--- config.mk ---
export PLATFORM = sky130hd
export DESIGN_NAME = fc_layer_scheduler
export DESIGN_NICKNAME = d
export VERILOG_FILES = /design/src/rtl/fc_sched_pkg.sv /design/src/rtl/fc_next_layer.sv /design/src/rtl/fc_layer_scheduler.sv
export SDC_FILE = /design/constraint.sdc
export NUM_CORES = 1
export LEC_CHECK = 0
export CORE_MARGIN = 2
export CORE_UTILIZATION = 59
export DETAILED_ROUTE_END_ITERATION = 10
export PLACE_DENSITY = 0.95
export SLEW_MARGIN = 30
export SYNTH_ARGS = -nofsm -noshare
export SYNTH_HDL_FRONTEND = slang
export SYNTH_SLANG_ARGS = --single-unit
--- constraint.sdc ---
create_clock -name clk -period 3.5 [get_ports clk]
set_input_delay 0.525 -clock clk [delete_from_list [all_inputs] [get_ports clk]]
set_output_delay 0.525 -clock clk [all_outputs]
set_load 0.005 [all_outputs]
--- src/rtl/fc_sched_pkg.sv ---
// Shared definitions for the LeNet-5 fully-connected stage sequencer and
// the neighbouring datapath (layer indices and per-layer output sizes).
package fc_sched_pkg;

   typedef enum logic [1:0] {
      S_IDLE   = 2'd0,
      S_RUN    = 2'd1,
      S_GAP    = 2'd2,
      S_FINISH = 2'd3
   } fc_state_e;

   localparam int GAP_CYCLES = 2;

   localparam logic [1:0] FC1 = 2'd0;
   localparam logic [1:0] FC2 = 2'd1;
   localparam logic [1:0] FC3 = 2'd2;

   localparam int FC1_OUT_SIZE = 120;
   localparam int FC2_OUT_SIZE = 84;
   localparam int FC3_OUT_SIZE = 10;

endpackage

--- src/rtl/fc_next_layer.sv ---
// Combinational priority finder: lowest mask bit strictly above cur.
// cur = -1 selects the first set bit of the whole mask.
module fc_next_layer
   import fc_sched_pkg::*;
#(
   parameter int NUM_LAYERS = 3
) (
   input  logic [NUM_LAYERS-1:0] mask,
   input  logic signed [2:0]     cur,
   output logic [1:0]            next,
   output logic                  valid
);

   always_comb begin
      next  = '0;
      valid = 1'b0;
      // Scan downward so the lowest qualifying index is the one left standing.
      for (int i = NUM_LAYERS - 1; i >= 0; i--) begin
         if (mask[i] && (i > int'(cur))) begin
            next  = 2'(i);
            valid = 1'b1;
         end
      end
   end

endmodule

--- src/rtl/fc_layer_scheduler.sv ---
// Sequences the FC1/FC2/FC3 engines from one start request, with an
// enable-low gap between layers and a per-layer cycle budget.
module fc_layer_scheduler #(
   parameter int NUM_LAYERS     = 3,
   parameter int TIMEOUT_W      = 16,
   parameter int TIMEOUT_CYCLES = 65535,
   parameter int GAP_CYCLES     = fc_sched_pkg::GAP_CYCLES
) (
   input  logic                        clk,
   input  logic                        rst,
   input  logic                        start,
   input  logic [NUM_LAYERS-1:0]       layer_mask,
   output logic [NUM_LAYERS-1:0]       fc_en,
   input  logic [NUM_LAYERS-1:0]       fc_done,
   output logic [1:0]                  active_layer,
   output logic                        busy,
   output logic                        done,
   output logic                        error,
   output logic [TIMEOUT_W-1:0]        layer_cycles,
   output fc_sched_pkg::fc_state_e     fsm_state
);

   import fc_sched_pkg::*;

   // Handshake: fc_en[i] is a level request held until fc_done[i] is seen
   // high at a clock edge; the engine then sees fc_en low for GAP_CYCLES.

   fc_state_e               state, state_n;
   logic [NUM_LAYERS-1:0]   mask_q;
   logic [TIMEOUT_W-1:0]    cnt, cnt_inc;
   logic [7:0]              gap_cnt;
   logic                    aborted;

   logic [NUM_LAYERS-1:0]   find_mask;
   logic signed [2:0]       find_cur;
   logic [1:0]              next_idx;
   logic                    next_vld;

   logic                    done_hit, timeout_hit, gap_last;

   assign find_mask = (state == S_IDLE) ? layer_mask : mask_q;
   assign find_cur  = (state == S_IDLE) ? 3'sb111 : $signed({1'b0, active_layer});

   fc_next_layer #(.NUM_LAYERS(NUM_LAYERS)) u_next (
      .mask  (find_mask),
      .cur   (find_cur),
      .next  (next_idx),
      .valid (next_vld)
   );

   // cnt holds the zero-based RUN cycle; cnt_inc is the number of RUN cycles
   // including the current one, which is what layer_cycles reports.
   assign cnt_inc     = (&cnt) ? cnt : cnt + TIMEOUT_W'(1);
   assign done_hit    = (state == S_RUN) && fc_done[active_layer];
   assign timeout_hit = (state == S_RUN) && !done_hit &&
                        (cnt == TIMEOUT_W'(TIMEOUT_CYCLES - 1));
   assign gap_last    = (state == S_GAP) && (gap_cnt == 8'(GAP_CYCLES - 1));

   always_ff @(posedge clk) begin
      if (rst) state <= S_IDLE;
      else     state <= state_n;
   end

   always_comb begin
      state_n = state;
      case (state)
         S_IDLE:   if (start) state_n = next_vld ? S_RUN : S_FINISH;
         S_RUN:    if (done_hit || timeout_hit) state_n = S_GAP;
         S_GAP:    if (gap_last) state_n = (!aborted && next_vld) ? S_RUN : S_FINISH;
         S_FINISH: state_n = S_IDLE;
         default:  state_n = S_IDLE;
      endcase
   end

   always_comb begin
      fc_en = '0;
      if (state == S_RUN) fc_en[active_layer] = 1'b1;
   end

   assign busy      = (state != S_IDLE);
   assign done      = (state == S_FINISH);
   assign fsm_state = state;

   always_ff @(posedge clk) begin
      if (rst) begin
         mask_q       <= '0;
         active_layer <= '0;
         cnt          <= '0;
         gap_cnt      <= '0;
         aborted      <= 1'b0;
         error        <= 1'b0;
         layer_cycles <= '0;
      end else begin
         case (state)
            S_IDLE: begin
               if (start) begin
                  mask_q  <= layer_mask;
                  error   <= 1'b0;
                  aborted <= 1'b0;
                  cnt     <= '0;
                  if (next_vld) active_layer <= next_idx;
               end
            end
            S_RUN: begin
               if (done_hit || timeout_hit) begin
                  layer_cycles <= cnt_inc;
                  gap_cnt      <= '0;
                  if (timeout_hit) begin
                     error   <= 1'b1;
                     aborted <= 1'b1;
                  end
               end else begin
                  cnt <= cnt_inc;
               end
            end
            S_GAP: begin
               gap_cnt <= gap_cnt + 8'd1;
               if (gap_last && !aborted && next_vld) begin
                  active_layer <= next_idx;
                  cnt          <= '0;
               end
            end
            default: ;
         endcase
      end
   end

endmodule

Yosys cells after proc, flatten, opt, wreduce, memory -nomap -nowiden
Cells that the tools add are included.
Widths: inputs -> output; s select.
Operators by class
  eq/ne operators: 12
  multiplexer cells: 34
  $add $sub $neg: 2
  reduce and logical (&&, ||, !) cells: 28
  magnitude comparators: 5
Operators with widths (number)
  $mux 16: 4
  $pmux 16 s3: 1
  $mux 2: 11
  $add 16x1->16 const B: 1
  $eq 16x16->1 const B: 1
  $pmux 8 s2: 1
  $reduce_and 16->1: 1
  $reduce_and 4->1: 3
  $logic_and 1x1->1: 11
  $ne 2x2->1 const B: 5
  $mux 3: 3
  $add 8x1->8 const B: 1
  $eq 8x1->1 const B: 1
  $mux 1: 8
  $mux 8: 1
  $pmux 2 s4: 1
  $reduce_bool 2->1: 4
  $reduce_and 2->1: 3
  $eq 2x2->1 const B: 2
  $ne 2x1->1 const B: 2
  $pmux 2 s2: 1
  $gt 1x3->1 const A: 1
  $gt 2x3->1 const A: 1
  $gt 3x3->1 const A: 1
  other kinds (11): 12
Word-level totals
  flip-flop bits (word level): 48
  word-level logic and storage cells: 88

Depth between registers and ports, before layout
Gate-level depths: netlist of the first run.
  word-level depth: 11
  mapped depth: 8

Cells and area by module
A second synthesis of the first run with hierarchy kept.
Unflattened totals
  cell total of the unflattened synthesis: 335
  area, all modules: 2597.5 um2
Modules (own cells, without submodules)
  fc_layer_scheduler: cells an instance 324, sequential area each 960.9 um2, area an instance 2523.7 um2, instances 1
  fc_next_layer: cells an instance 11, sequential area each 0.0 um2, area an instance 73.8 um2, instances 1

Worst setup path before layout of the first run
OpenSTA, ideal clock, no wires.
  path type: reg-to-reg
  start point: reg gap_cnt[0]
  end point: reg cnt[10]
  period minus slack after synthesis: 1960 ps
  setup slack: 1540 ps
  cell stages (with the launch flop): 8
  library setup time: 136 ps
  data required time: 3364 ps
  data arrival time: 1823 ps
  path through: dfxtp_1 ha_1 nor4b_1 nand3b_1 a221oi_2 and2_4 buf_6 a311oi_2
On the way
  word-level cells in the longest chain between the ends: 6
RTL lines
  from (decl): RTL line fc_layer_scheduler.sv:31  | logic [7:0] gap_cnt;
  from (signal assigned): RTL line fc_layer_scheduler.sv:117  | gap_cnt <= gap_cnt + 8'd1;
  $eq 8x1->1: RTL line fc_layer_scheduler.sv:57  | assign gap_last = (state == S_GAP) && (gap_cnt == 8'(GAP_CYCLES - 1));
  $logic_and 1x1->1: RTL line fc_layer_scheduler.sv:57
  $logic_and 1x1->1 (2 in series): RTL line fc_layer_scheduler.sv:118  | if (gap_last && !aborted && next_vld) begin
  $ne 2x1->1 (no line)
  $reduce_and 4->1 (no line)
  to (signal assigned): RTL line fc_layer_scheduler.sv:113  | cnt <= cnt_inc;
  to (decl): RTL line fc_layer_scheduler.sv:30  | logic [TIMEOUT_W-1:0] cnt, cnt_inc;
Every way passes these cells.
A chain may end at the register's enable or synchronous reset.

Worst setup path in the final report of the first run
  start point: reg cnt[11]
  end point: reg cnt[13]
On the way
  word-level cells in the longest chain between the ends: 5
  elaborated cells on any way between the ends: 10
RTL lines
  branches (longest 5 deep; another with $add 16x1->16)
Several ways; the timed one is not identified. The select of a mux whose other input is x is not followed.

==> out/summary.txt, run 1 <==
Largest cells by area after synthesis - dfxtp_1 (36%), a211oi_1 (4.1%), nand2_1 (3.9%)
Post-Layout Inst Area - 2980 um^2
Initial core utilization - 0.602
Number of max-cap violations - 0
Vias in the first global route - 2,238
Setup bufs post-CTS - 0
Post-synthesis async set-or-reset flop share - 0
CORE AREA - 4290 um^2
CTS Hold Bufs - 0
Yosys warning count - 0
Clock Skew - 0.00795 ns
Via density - 6.54
Final hold violation count - 0
First-pass GRT wire length - 9890 um
Post-synthesis mux area share - 0.00387
Cells after Synth - 311
Synth Area in Compound Gates - 0.275
CTS buffer count - 5
Mapped Area - 2590 um^2
Die Y-Extent - 70.2 um
Synth-to-Final Area Change - 15.2%
Vias - 2,513
Detailed-placement wirelength estimate - 4120 um
Simple-Gate Fraction of Synth Area - 0.241
Crit Path Class - flop to flop
Final #Nets - 344
Slowest stage cell, crit path - nor4_1
Final worst slack - 0.953 ns
Status - finished clean
CP peak stage delay - 0.71 ns
Synth top area share - 0.364
GP Congestion - 0.900
Switching part of the total - 0.365
Clock sinks - 47
Fmax achieved - 393 MHz
Post-synthesis xor/xnor area fraction - 0.0339
Sw Pwr - 0.549 mW
Cells along the critical path - nand4_2 > nor4_1 > a22oi_1 > buf_4 > and2_4 > a311oi_1
# rows - 24
Die Wd - 70.2 um
Max Slew Vio Count - 0
Tightest Pin Transition - 0.791 ns
CP Launch Type - flop
Crit-path max FO - 20
EDFF count, synth - 0
Die ar. - 4930 um^2
Detail Route Antenna Nets - 0
Sum of negative setup slack - 0 ns
P_leak - 0.903 nW
Cell Int Power - 0.955 mW
Largest net degree at the start of global routing - 28
Setup Viol. Count Final - 0
First-iteration detailed-routing DRC count - 273
Layout Utilization - 0.694
Sequential cell area fraction in the yosys report - 0.364
RSZ-0062 raised after global routing - false
Clock Tree Buf Depth - 2
Clock Latency Late Sink - 0.31 ns
Req. time, crit path - 3.71 ns
Clock-pin slew on the worst setup and hold paths - 0.09 ns
R2R Setup Slk - 0.95 ns
Ant. Diodes - 0
I/O pin cnt - 35
GRT Total Usage - 0.242
Commonest non-fill, non-tap cell in the layout - dfxtp_1
Clock power share - 0.222
Worst Hold Launch - layer_cycles[0]$_SDFFE_PP0P_
CTS tree - yes
Root Driver - clkbuf_8
Worst setup path startpoint - cnt[11]$_SDFFE_PP0P_
Total power - 1.50 mW
Worst vdd ir - 0.254 mV
# fillers - 334
CP Capture Type - flop
Library cells used by synthesis - 58
Hold depth - 2
Reg-to-reg endpoint - cnt[13]$_SDFFE_PP0P_
Reg-to-reg startpoint - cnt[11]$_SDFFE_PP0P_
Min-Delay Path Class - flop to flop
Most frequent cells in the layout - dfxtp_1 (47), clkdlybuf4s50_1 (33), nand2_1 (27)
Largest family of logic cells by synthesized area - compound AO/OA/AOI/OAI gates
Share of cells above drive strength 1 - 0.0873
Syn Nets - 324
Syn Area/Cell - 8.32 um^2
Arr. time, crit path - 2.76 ns
Worst slew margin - 0.468
Worst Hold End - layer_cycles[0]$_SDFFE_PP0P_
1st-pass router iterations - 5
Worst R2R Path Depth - 6
IO buf count - 34
Cts repair resizes - 0
Initial antenna violation count - 0
DRC errors left - 0
Placement Setup Slack - 1.08 ns
Routed WL per cell - 15.5 um
Min Tclk post-route - 2.55 ns
Ys flop type - dfxtp_1
PD cells - 505 nW/um^2
#FFs+latches synth - 47
Area share of fa/ha/maj cells after synthesis - 0.0194
Post-synth top area cell - dfxtp_1
H-tree depth - 2
Final WL - 5940 um
Period utilization - 0.728
GR Overflow Total - 0
Combinational group share of total power - 0.354
Flop pwr share - 0.424
Placed cell area - 2900 um^2
==> synthesized netlist by cell type, types with 2 or more instances <==
master / number
a211oi_1: 14
a21oi_1: 20
a22oi_1: 2
a311oi_1: 11
a311oi_2: 3
a31oi_1: 11
a41oi_1: 2
and3_1: 4
buf_2: 12
buf_4: 3
clkbuf_1: 10
dfxtp_1: 47
ha_1: 4
inv_1: 8
nand2_1: 27
nand2b_1: 4
nand3_1: 17
nand3b_1: 2
nand4_1: 5
nor2_1: 26
nor2b_1: 3
nor3_1: 7
nor3b_1: 2
nor4_1: 2
nor4b_1: 4
o2111ai_1: 2
o211ai_1: 6
o21ai_0: 14
or3_1: 2
xnor2_1: 9
==> logic make-up (layout without fill, tap and decap cells) <==
group | Yosys count | after routing
and+or+nand+nor | 117 | 117
AOI/OAI and AO/OA | 98 | 98
adders and majority gates | 4 | 4
DFF | 47 | 47
muxes | 1 | 1
xor gates and xnor gates | 10 | 10
buffers and inverters | 34 | 55
==> routing by layer <==
layer  up-vias  routed length (um)  GRT usage
met3        12                 461     0.0505
met4         0                  90     0.0940
met5         -                   0          0
met2       119                2770      0.386
li1       1211                   -          -
met1      1171                2620      0.321
==> worst max-delay path, delay by kind of cell, from the launching register on <==
kind,cells,cell delay (ns)
buf+inv,1,0.25
simple gates,3,1.15
compound gates,2,0.52
flops,1,0.52
==> flip-flops by register name, summed over array words and instances (netlist names) <==
signal	count
fsm_state	2
active_layer	2
layer_cycles	16
aborted	1
mask_q	2
gap_cnt	8
cnt	16
==> worst max-delay path by stage <==
stage,to,slack (ns),cells past startpoint
floorplan,cnt[10]$_SDFFE_PP0P_,1.54,7
global route,cnt[1]$_SDFFE_PP0P_,0.86,6
detailed placement,layer_cycles[7]$_SDFFE_PP0P_,1.08,6
finish,cnt[13]$_SDFFE_PP0P_,0.95,6
global placement,cnt[1]$_SDFFE_PP0P_,1.17,3
CTS,layer_cycles[7]$_SDFFE_PP0P_,1.06,5
==> power groups by stage <==
stage | clock, mW | combinational [mW] | sequential (mW)
floorplan | 0 | 0.367 | 0.634
global placement | 0 | 0.510 | 0.648
detailed placement | 0 | 0.525 | 0.650
CTS | 0.338 | 0.528 | 0.638
global route | 0.357 | 0.578 | 0.648
finish | 0.334 | 0.532 | 0.638
==> through the flow <==
step | hold WS, ns | cells
after floorplan | 0.432 | 311
after global placement | 0.438 | 376
after detailed placement | 0.443 | 376
after CTS | 0.464 | 384
after global routing | 0.479 | 384
final | 0.461 | 384
==> area by class of cell <==
| cell class | count | area [um^2] | share of cell area |
|---|---|---|---|
| Sequential cell | 47 | 941 | 0.316 |
| Clock inverter | 3 | 18.8 | 0.00630 |
| Tap cell | 52 | 65.1 | 0.0218 |
| Timing Repair Buffer | 39 | 373 | 0.125 |
| Clock buffer | 5 | 68.8 | 0.0231 |
| Multi-Input combinational cell | 230 | 1480 | 0.498 |
| Inverter | 8 | 30.0 | 0.0101 |
(Power assumes the default switching activity.)
==> run 2, diff against run 1 <==
--- a/config.mk
+++ b/config.mk
@@ -6,9 +6,9 @@
 export NUM_CORES = 1
 export LEC_CHECK = 0
 export CORE_MARGIN = 2
-export CORE_UTILIZATION = 59
+export CORE_UTILIZATION = 49
 export DETAILED_ROUTE_END_ITERATION = 10
-export PLACE_DENSITY = 0.95
+export PLACE_DENSITY = 0.85
 export SLEW_MARGIN = 30
 export SYNTH_ARGS = -nofsm -noshare
 export SYNTH_HDL_FRONTEND = slang
==> constraint.sdc (replaced) <==
create_clock -name clk -period 2.1 [get_ports clk]
set_input_delay 0.315 -clock clk [delete_from_list [all_inputs] [get_ports clk]]
set_output_delay 0.315 -clock clk [all_outputs]
set_load 0.005 [all_outputs]
==> run 2 against run 1 <==
  * The run now ends with negative setup slack left
  * Worst hold slack better by 0.0039 ns
  * Total power is 79% higher
  * Clock power up 63%
  * Critical endpoint is now cnt[7]$_SDFFE_PP0P_
==> out/summary.txt, run 2 (synthesized netlist as in run 1, its figures left out) <==
Number of max-cap violations - 0 (unchanged)
Clock-pin slew on the worst setup and hold paths - 0.09 ns (about the same)
Hold_ws - 0.465 ns (was 0.461 ns)
CP Launch Type - flop (unchanged)
CTS buffer count - 5 (unchanged)
Detailed-placement wirelength estimate - 4530 um (was 4120 um)
Final #Nets - 377 (was 344)
Commonest non-fill, non-tap cell in the layout - dfxtp_1 (unchanged)
Period utilization - 1.01 (was 0.728)
Routed WL per cell - 15.4 um (was 15.5 um)
Dpl cells - 426 (was 376)
Die Wd - 76.7 um (was 70.2 um)
1st-pass router iterations - 5 (unchanged)
CP peak stage delay - 0.65 ns (was 0.71 ns)
Fin cells - 435 (was 384)
Initial core utilization - 0.506 (was 0.602)
# rows - 26 (was 24)
Delay-heaviest family, CP - simple AND/OR/NAND/NOR gates (unchanged)
Arr. time, crit path - 2.30 ns (was 2.76 ns)
First-pass GRT wire length - 11,000 um (was 9890 um)
Min Tclk post-route - 2.11 ns (was 2.55 ns)
Cells along the critical path - nand4_2 > or4_1 > or2b_1 > o21ai_0 > a311oi_1 (was nand4_2 > nor4_1 > a22oi_1 > buf_4 > and2_4 > a311oi_1)
Layout Utilization - 0.651 (was 0.694)
Tightest Pin Transition - 0.458 ns (was 0.791 ns)
Final WL - 6690 um (was 5940 um)
Status - finished, violations left (was finished clean)
GP Congestion - 0.911 (was 0.900)
Clock Skew - 0.00657 ns (was 0.00795 ns)
DRC errors left - 0 (unchanged)
Max Slew Vio Count - 0 (unchanged)
I/O pin cnt - 35 (unchanged)
CP bufs+invs - 0 (was 1)
CP Capture Type - flop (unchanged)
First-iteration detailed-routing DRC count - 215 (was 273)
Most frequent cells in the layout - dfxtp_1 (43), buf_4 (36), clkdlybuf4s50_1 (34) (was dfxtp_1 (47), clkdlybuf4s50_1 (33), nand2_1 (27))
Final worst slack - -0.0114 ns (was 0.953 ns)
Crit Path Class - flop to flop (unchanged)
Fmax achieved - 474 MHz (was 393 MHz)
Setup Viol. Count Final - 1 (was 0)
Vias in the first global route - 2,355 (was 2,238)
Min-Delay Path Class - flop to flop (unchanged)
H-tree depth - 2 (unchanged)
Top Registers - cnt x16, layer_cycles x16, gap_cnt x8 (unchanged)
Die ar. - 5880 um^2 (was 4930 um^2)
Ant. Diodes - 0 (unchanged)
IO buf count - 34 (unchanged)
Share of cells above drive strength 1 - 0.189 (was 0.0873)
Failing checks - negative setup slack
RSZ-0062 raised after global routing - true (was false)
Grt peak-use layer - met2 (unchanged)
GRT Total Usage - 0.225 (was 0.242)
Vias - 2,624 (was 2,513)
Post-Layout Inst Area - 3330 um^2 (was 2980 um^2)
GR Overflow Total - 0 (unchanged)
GR met1 Demand/Resource - 0.310 (was 0.321)
Clock sinks - 47 (unchanged)
Req. time, crit path - 2.29 ns (was 3.71 ns)
# fillers - 426 (was 334)
CTS tree - yes (unchanged)
Die Y-Extent - 76.7 um (was 70.2 um)
Met3 usage - 0.0494 (was 0.0505)
Met2 usage - 0.348 (was 0.386)
CORE AREA - 5110 um^2 (was 4290 um^2)
Via density - 6.03 (was 6.54)
Synth-to-Final Area Change - 28.6% (was 15.2%)
Worst slew margin - 0.687 (was 0.468)
Clock Tree Buf Depth - 2 (unchanged)
Clock Latency Late Sink - 0.31 ns (about the same)
Worst vdd ir - 0.410 mV (was 0.254 mV)
Placed cell area - 3190 um^2 (was 2900 um^2)
Slowest stage cell, crit path - or4_1 (was nor4_1)
Detail Route Antenna Nets - 0 (unchanged)
Root Driver - clkbuf_8 (unchanged)
Initial antenna violation count - 0 (unchanged)
PD cells - 811 nW/um^2 (was 505 nW/um^2)
Crit-path max FO - 6 (was 20)
Final hold violation count - 0 (unchanged)
P_leak - 1.09 nW (was 0.903 nW)
Largest net degree at the start of global routing - 48 (was 28)
[run 2: timing repair]
item | 4_1_cts | 5_1_grt
cloned | 0 | 0
gates resized for setup | 3 | 9
setup endpoints to repair | 3 | 24
buffers inserted | 0 | 1
hold endpoints to repair | 0 | 0
hold buffers | 0 | 0
pin swaps | 0 | 1
[run 2: final cells by class]
cell class              count  area [um^2]  share of cell area
flip-flops and latches     47          946               0.284
clock buffers               6         72.6              0.0218
repair buffers             72          651               0.196
multi-input cells         230         1530               0.459
clock inverters             2         12.5             0.00376
well taps                  70         87.6              0.0263
inverters                   8         30.0             0.00903
[run 2: routing by layer]
layer | share of wire | wire length (um)
met5 | 0 | 0
met4 | 0.017 | 116
met3 | 0.046 | 306
met2 | 0.46 | 3060
met1 | 0.48 | 3210
[run 2: power by group]
group | internal, mW | switching [mW]
sequential | 0.976 | 0.0692
clock | 0.233 | 0.312
combinational | 0.517 | 0.592
[run 2: worst paths after layout]
kind	startpoint	endpoint	slack, ns	cells after the start
hold reg to reg	layer_cycles[14]$_SDFFE_PP0P_	layer_cycles[14]$_SDFFE_PP0P_	0.46	2
setup reg to reg	cnt[14]$_SDFFE_PP0P_	cnt[7]$_SDFFE_PP0P_	-0.01	5
hold / removal	layer_cycles[14]$_SDFFE_PP0P_	layer_cycles[14]$_SDFFE_PP0P_	0.46	2
setup / recovery	cnt[14]$_SDFFE_PP0P_	cnt[7]$_SDFFE_PP0P_	-0.01	5
[run 2: through the flow]
stage	TNS [ns]	setup slack (ns)	total power, mW
final	-0.0114	-0.0114	2.70
after global placement	0	0.0702	2.08
after floorplan	0	0.140	1.67
after CTS	0	0.0175	2.64
after global routing	-0.0516	-0.0308	2.84
after detailed placement	-0.0381	-0.0381	2.10
[run 2: worst min-delay path: stages, from the launching register on]
cell and delay (ns):
dfxtp_1 0.33, nand2_1 0.05, a21oi_1 0.05
